## src/rtl/mux4_rr_arbiter.sv

```systemverilog
// Round-robin arbiter that sequences four requesters onto a 4:1 single-bit mux.
// Define MUX4_ARB_LOCK_EN to add a LOCK input that lets the owner keep the grant past MAX_HOLD.
module mux4_rr_arbiter #(
  parameter int MAX_HOLD = 4,
  parameter int CNT_W    = 3
) (
  input  logic             CLK,
  input  logic             RST_N,
  input  logic [3:0]       REQ,
  input  logic             A0,
  input  logic             A1,
  input  logic             A2,
  input  logic             A3,
`ifdef MUX4_ARB_LOCK_EN
  input  logic             LOCK,
`endif
  output logic [3:0]       GNT,
  output logic             S0,
  output logic             S1,
  output logic             VALID,
  output logic             Y,
  output logic             DBG_STATE,
  output logic [1:0]       DBG_PTR,
  output logic [CNT_W:0]   DBG_CNT
);

  typedef enum logic {IDLE, GRANT} state_t;

  // One extra bit so MAX_HOLD = 2^CNT_W is still representable.
  localparam logic [CNT_W:0] MAX_CNT = MAX_HOLD[CNT_W:0];

  state_t         state_q, state_d;
  logic [1:0]     ptr_q, ptr_d;
  logic [CNT_W:0] cnt_q, cnt_d;
  logic [3:0]     gnt_q, gnt_d;
  logic [1:0]     sel_q, sel_d;

  logic           lock_w;
  logic           lock_hold;
  logic           release_w;
  logic [1:0]     base;
  logic [1:0]     idx;
  logic [1:0]     win;
  logic           mux_y;

`ifdef MUX4_ARB_LOCK_EN
  assign lock_w = LOCK;
`else
  assign lock_w = 1'b0;
`endif

  // On release the search starts just past the owner, so the owner only wins back when alone.
  always_comb begin
    lock_hold = lock_w & REQ[sel_q];
    release_w = (state_q == GRANT) &&
                (!REQ[sel_q] || ((cnt_q >= MAX_CNT) && !lock_hold));
    base = release_w ? (sel_q + 2'd1) : ptr_q;
    win  = base;
    idx  = base;
    for (int k = 3; k >= 0; k--) begin
      idx = base + 2'(k);
      if (REQ[idx]) win = idx;
    end
  end

  always_comb begin
    state_d = state_q;
    ptr_d   = ptr_q;
    cnt_d   = cnt_q;
    gnt_d   = gnt_q;
    sel_d   = sel_q;
    case (state_q)
      IDLE: begin
        if (|REQ) begin
          state_d = GRANT;
          gnt_d   = 4'b0001 << win;
          sel_d   = win;
          cnt_d   = 1;
        end
      end
      GRANT: begin
        if (!release_w) begin
          if (cnt_q < MAX_CNT) cnt_d = cnt_q + 1'b1;
        end else begin
          ptr_d = sel_q + 2'd1;
          if (|REQ) begin
            gnt_d = 4'b0001 << win;
            sel_d = win;
            cnt_d = 1;
          end else begin
            state_d = IDLE;
            gnt_d   = 4'b0000;
            sel_d   = 2'b00;
            cnt_d   = '0;
          end
        end
      end
      default: state_d = IDLE;
    endcase
  end

  always_ff @(posedge CLK or negedge RST_N) begin
    if (!RST_N) begin
      state_q <= IDLE;
      ptr_q   <= 2'b00;
      cnt_q   <= '0;
      gnt_q   <= 4'b0000;
      sel_q   <= 2'b00;
    end else begin
      state_q <= state_d;
      ptr_q   <= ptr_d;
      cnt_q   <= cnt_d;
      gnt_q   <= gnt_d;
      sel_q   <= sel_d;
    end
  end

  mux4to1 u_mux (
    .A0 (A0),
    .A1 (A1),
    .A2 (A2),
    .A3 (A3),
    .S0 (sel_q[1]),
    .S1 (sel_q[0]),
    .Y  (mux_y)
  );

  assign GNT       = gnt_q;
  assign S0        = sel_q[1];
  assign S1        = sel_q[0];
  assign VALID     = (state_q == GRANT);
  assign Y         = VALID & mux_y;
  assign DBG_STATE = (state_q == GRANT);
  assign DBG_PTR   = ptr_q;
  assign DBG_CNT   = cnt_q;

endmodule

// Plain 4:1 single-bit mux; {S0,S1} is the index with S0 as MSB.
module mux4to1 (
  input  logic A0,
  input  logic A1,
  input  logic A2,
  input  logic A3,
  input  logic S0,
  input  logic S1,
  output logic Y
);
  always_comb begin
    case ({S0, S1})
      2'b00:   Y = A0;
      2'b01:   Y = A1;
      2'b10:   Y = A2;
      default: Y = A3;
    endcase
  end
endmodule

```

## config.mk

```make
export PLATFORM = sky130hd
export DESIGN_NAME = mux4_rr_arbiter
export DESIGN_NICKNAME = d
export VERILOG_FILES = /design/src/rtl/mux4_rr_arbiter.sv
export SDC_FILE = /design/constraint.sdc
export NUM_CORES = 1
export LEC_CHECK = 0
export BUFFER_PORTS_ARGS = -buffer_cell sky130_fd_sc_hd__buf_2
export CORE_ASPECT_RATIO = 1.4
export CORE_MARGIN = 4
export CORE_UTILIZATION = 30
export DETAILED_ROUTE_END_ITERATION = 8
export HOLD_SLACK_MARGIN = 0.1
export PLACE_DENSITY = 0.51
export SLEW_MARGIN = 15
export SYNTH_ARGS = -nofsm -noshare
export SYNTH_HDL_FRONTEND = slang
export SYNTH_SLANG_ARGS = --single-unit
```

## constraint.sdc

```tcl
create_clock -name CLK -period 3.52 [get_ports CLK]
set_input_delay 0.88 -clock CLK [delete_from_list [all_inputs] [get_ports CLK]]
set_output_delay 0.88 -clock CLK [all_outputs]
set_load 0.01 [all_outputs]
```

==> run summary <==
No sink is reached through more buffers than the 2 on the longest clock path. In the global route stage, overall resource usage came out at 0.117. The run finished with clean final reports. The die covers 3710 um^2. The kind of cell with the highest combined delay along the critical path is flip-flops. The layout overhead on the synthesized area is 20.9%. The average size of a mapped cell came out at approximately 9.4 um^2. The row count is 22. The hold slack is 0.480 ns. The number of buffers added for setup after CTS came out at 0. The via count of the first global-routing pass came out at 760. The clock transition at the registers of the reported paths came out at 0.08 ns. The total nets after synthesis is 104. The cell sitting at the root of the clock tree is a clkbuf_4.

Across the VDD grid, the largest voltage drop is 0.436 mV. After detailed routing, the average wire length per cell comes to 12.9 um. The ratio of routed vias to standard cells came out at 4.95. The H-tree level count came out at 1.

The number of fill cells in the layout came out at 307. The synthesized instance count came out at 89. Pin placement for this block handled 25 I/O pins. The top achievable clock speed is 0.353 GHz.

The signal on the critical path passes through inv_1 -> ha_1 -> a222oi_1 -> o21ai_0 -> and2_1 -> buf_2. The remaining global-route overflow came out at 0. The number of setup violations in the final report is 0. The remaining antenna violation count after routing came out at 0. The final hold violation count was 0. The power per cell area came out at roughly 920 nW/um^2. The total clock buffers created by CTS is 3.

In this run, the number of DRC markers left after iteration 0 of detailed routing was 11. The count of antenna diodes in the layout is 0. The clock sink count came out at 13. The number of max-slew violations in the final report was 0. The later-pin clock latency in the skew report came out at 0.27 ns. The critical path depth came out at 6. The worst setup path is of the reg -> out kind. The total of flip-flops plus latches after synthesis is 13. The post-detailed-routing wire length is 1940 um.

Leaving out fill and tap cells, the most frequent cells in the layout are buf_2, nand2_1, dfrtp_1. The number of hold buffers added after CTS came out at 0. In the routed design, unresolved DRC markers number 0.

The floorplan step defined a core boundary enclosing 2640 um^2. The number of synthesis warnings came out at 0. The cell area after technology mapping is 837 um^2.

The required time reported for the critical path endpoint came out at about 2.6 ns. The final period demand of the worst path is 2.83 ns. The worst path arrival time is 1.95 ns.

On the critical path, the stage with the largest delay is an instance of dfrtp_1. The summed negative setup slack over all endpoints came out at 0 ns. The fraction of final layout cells with drive strength greater than 1 came out at 0.316. Yosys attributes the largest share of cell area to dfrtp_1, ha_1, nand2_1, mux2i_1, a22o_1. The wire length of the first global-routing pass is about 3400 um. The reported max-cap violation count is 0.

The worst-case clock skew came out at 0.000809 ns. The leakage dissipation is slightly below 0.5 nW. The number of antenna violations at the first check in global routing is 0. The depth of the most critical reg-to-reg path came out at 7.

The sequential fraction of the synthesis area came out at 0.389. The effective utilization at floorplan is 0.317. Setup repair after global routing left no endpoint under its margin. The sum of net half-perimeters after detailed placement came out at approximately 1600 um. Post-CTS repair changed the size of 0 cells. The delay of the slowest cell on the worst path came out at ~0.56 ns. In the finished design, the share of the clock period the worst path needs comes to 0.805.

Summed over all instances, the cell type with the most area after synthesis is dfrtp_1. The net count reported at finish came out at 130. In this run the worst hold path is classified as in -> async. TritonCTS built the clock tree. The largest net degree at the start of global routing came out at 14.

The width of the die came out at 52.6 um. Of all nets on the critical path, the largest fanout is 10. The first-pass iteration count of the detailed router is 6. The number of distinct library cells after synthesis came out at 33. The worst pin sits at a relative slew slack of 0.667. The critical path buffer and inverter count is 2. The overall via count from detail_route is 743. The worst setup path is captured at a primary output. The most common cell after layout, fill and taps aside is buf_2. The quantity of I/O buffers inserted on ports came out at 24. The die height came out at 70.5 um. The weighted congestion reported at the end of routability-driven placement is ~0.8. At the pin with the least slew margin, the transition time is between 0.4 and 0.5 ns.

The fraction of synthesized cell area taken by the top area cell type came out at 0.389. STA classifies the critical path startpoint as a flip-flop.
stage by stage:
stage          power (mW)  worst slack (ns)  std cells  area [um^2]  utilization
3_3_place_gp        0.849             0.947        146          986        0.373
2_1_floorplan       0.694              1.19         89          837            -
4_1_cts             0.950             0.630        150         1010        0.383
5_1_grt              1.04             0.448        150         1010        0.383
3_5_place_dp        0.856             0.923        146          986        0.373
6_report            0.934             0.688        150         1010        0.383
worst reg2reg max path: stages (launching register included):
cell and delay [ns]:
dfrtp_1 0.41, or3_1 0.44, o221ai_4 0.30, mux2i_1 0.31
inv_2 0.08, a41oi_2 0.18, o221ai_1 0.18, a22o_1 0.20
cell type report:
class	count	area [um^2]	area share
Timing Repair Buffer	24	120	0.119
Tap cell	36	45.0	0.0445
Sequential cell	13	325	0.321
Multi-Input combinational cell	68	477	0.471
Clock buffer	4	26.3	0.0260
Inverter	5	18.8	0.0185
logic make-up (layout without fill, tap and decap cells):
logic type | after synthesis | after routing | share of synthesized area
and+or+nand+nor | 33 | 33 | 0.193
AOI/OAI and AO/OA | 25 | 25 | 0.238
DFF | 13 | 13 | 0.389
buffers and inverters | 8 | 33 | 0.0418
adders and majority gates | 5 | 5 | 0.0747
muxes | 5 | 5 | 0.0643
cell usage after synthesis:
| cell type | count |
|---|---|
| nand2b_2 | 1 |
| nand2_1 | 16 |
| a21oi_1 | 2 |
| a41oi_2 | 1 |
| o21ai_1 | 5 |
| nor2_1 | 6 |
| clkbuf_1 | 1 |
| or3b_4 | 1 |
| and2_2 | 1 |
| mux2i_1 | 4 |
| o22ai_1 | 1 |
| a222oi_1 | 1 |
| and2_1 | 2 |
| or2_2 | 1 |
| o211ai_1 | 2 |
| a31oi_1 | 1 |
| buf_4 | 1 |
| mux2i_2 | 1 |
| inv_2 | 1 |
| dfrtp_1 | 13 |
| inv_1 | 4 |
| nor2b_1 | 1 |
| nand3b_1 | 2 |
| o221ai_1 | 1 |
| o21ai_0 | 4 |
| o221a_2 | 1 |
| or3_1 | 1 |
| buf_2 | 1 |
| a22o_1 | 4 |
| a32oi_1 | 1 |
| o221ai_4 | 1 |
| nand3_1 | 1 |
| ha_1 | 5 |
power breakdown:
part	switching (mW)	leakage, nW	total, mW	internal (mW)
clock	0.0457	0.0150	0.0895	0.0438
combinational	0.316	0.313	0.572	0.256
sequential	0.0643	0.160	0.273	0.208
final timing paths:
kind,start,end,slack [ns]
max,sel_q[0],Y,0.69
max reg2reg,DBG_CNT[3],GNT[2],1.32
min,RST_N,DBG_PTR[0],0.48
min in group CLK,GNT[1],GNT[1],0.49
min reg2reg,GNT[1],GNT[1],0.49
max in group asynchronous,RST_N,DBG_CNT[2],2.82
routing by layer:
layer	GRT usage	share of wire
met5	0	0
met4	0.0511	0.015
met3	0.0171	0.039
met2	0.198	0.54
met1	0.142	0.41
registers in the layout, indices dropped and copies added (netlist names):
| signal | count |
|---|---|
| DBG_CNT | 4 |
| DBG_PTR | 2 |
| DBG_STATE | 1 |
| GNT | 4 |
| sel_q | 2 |
Power figures use the tool's default switching activity.
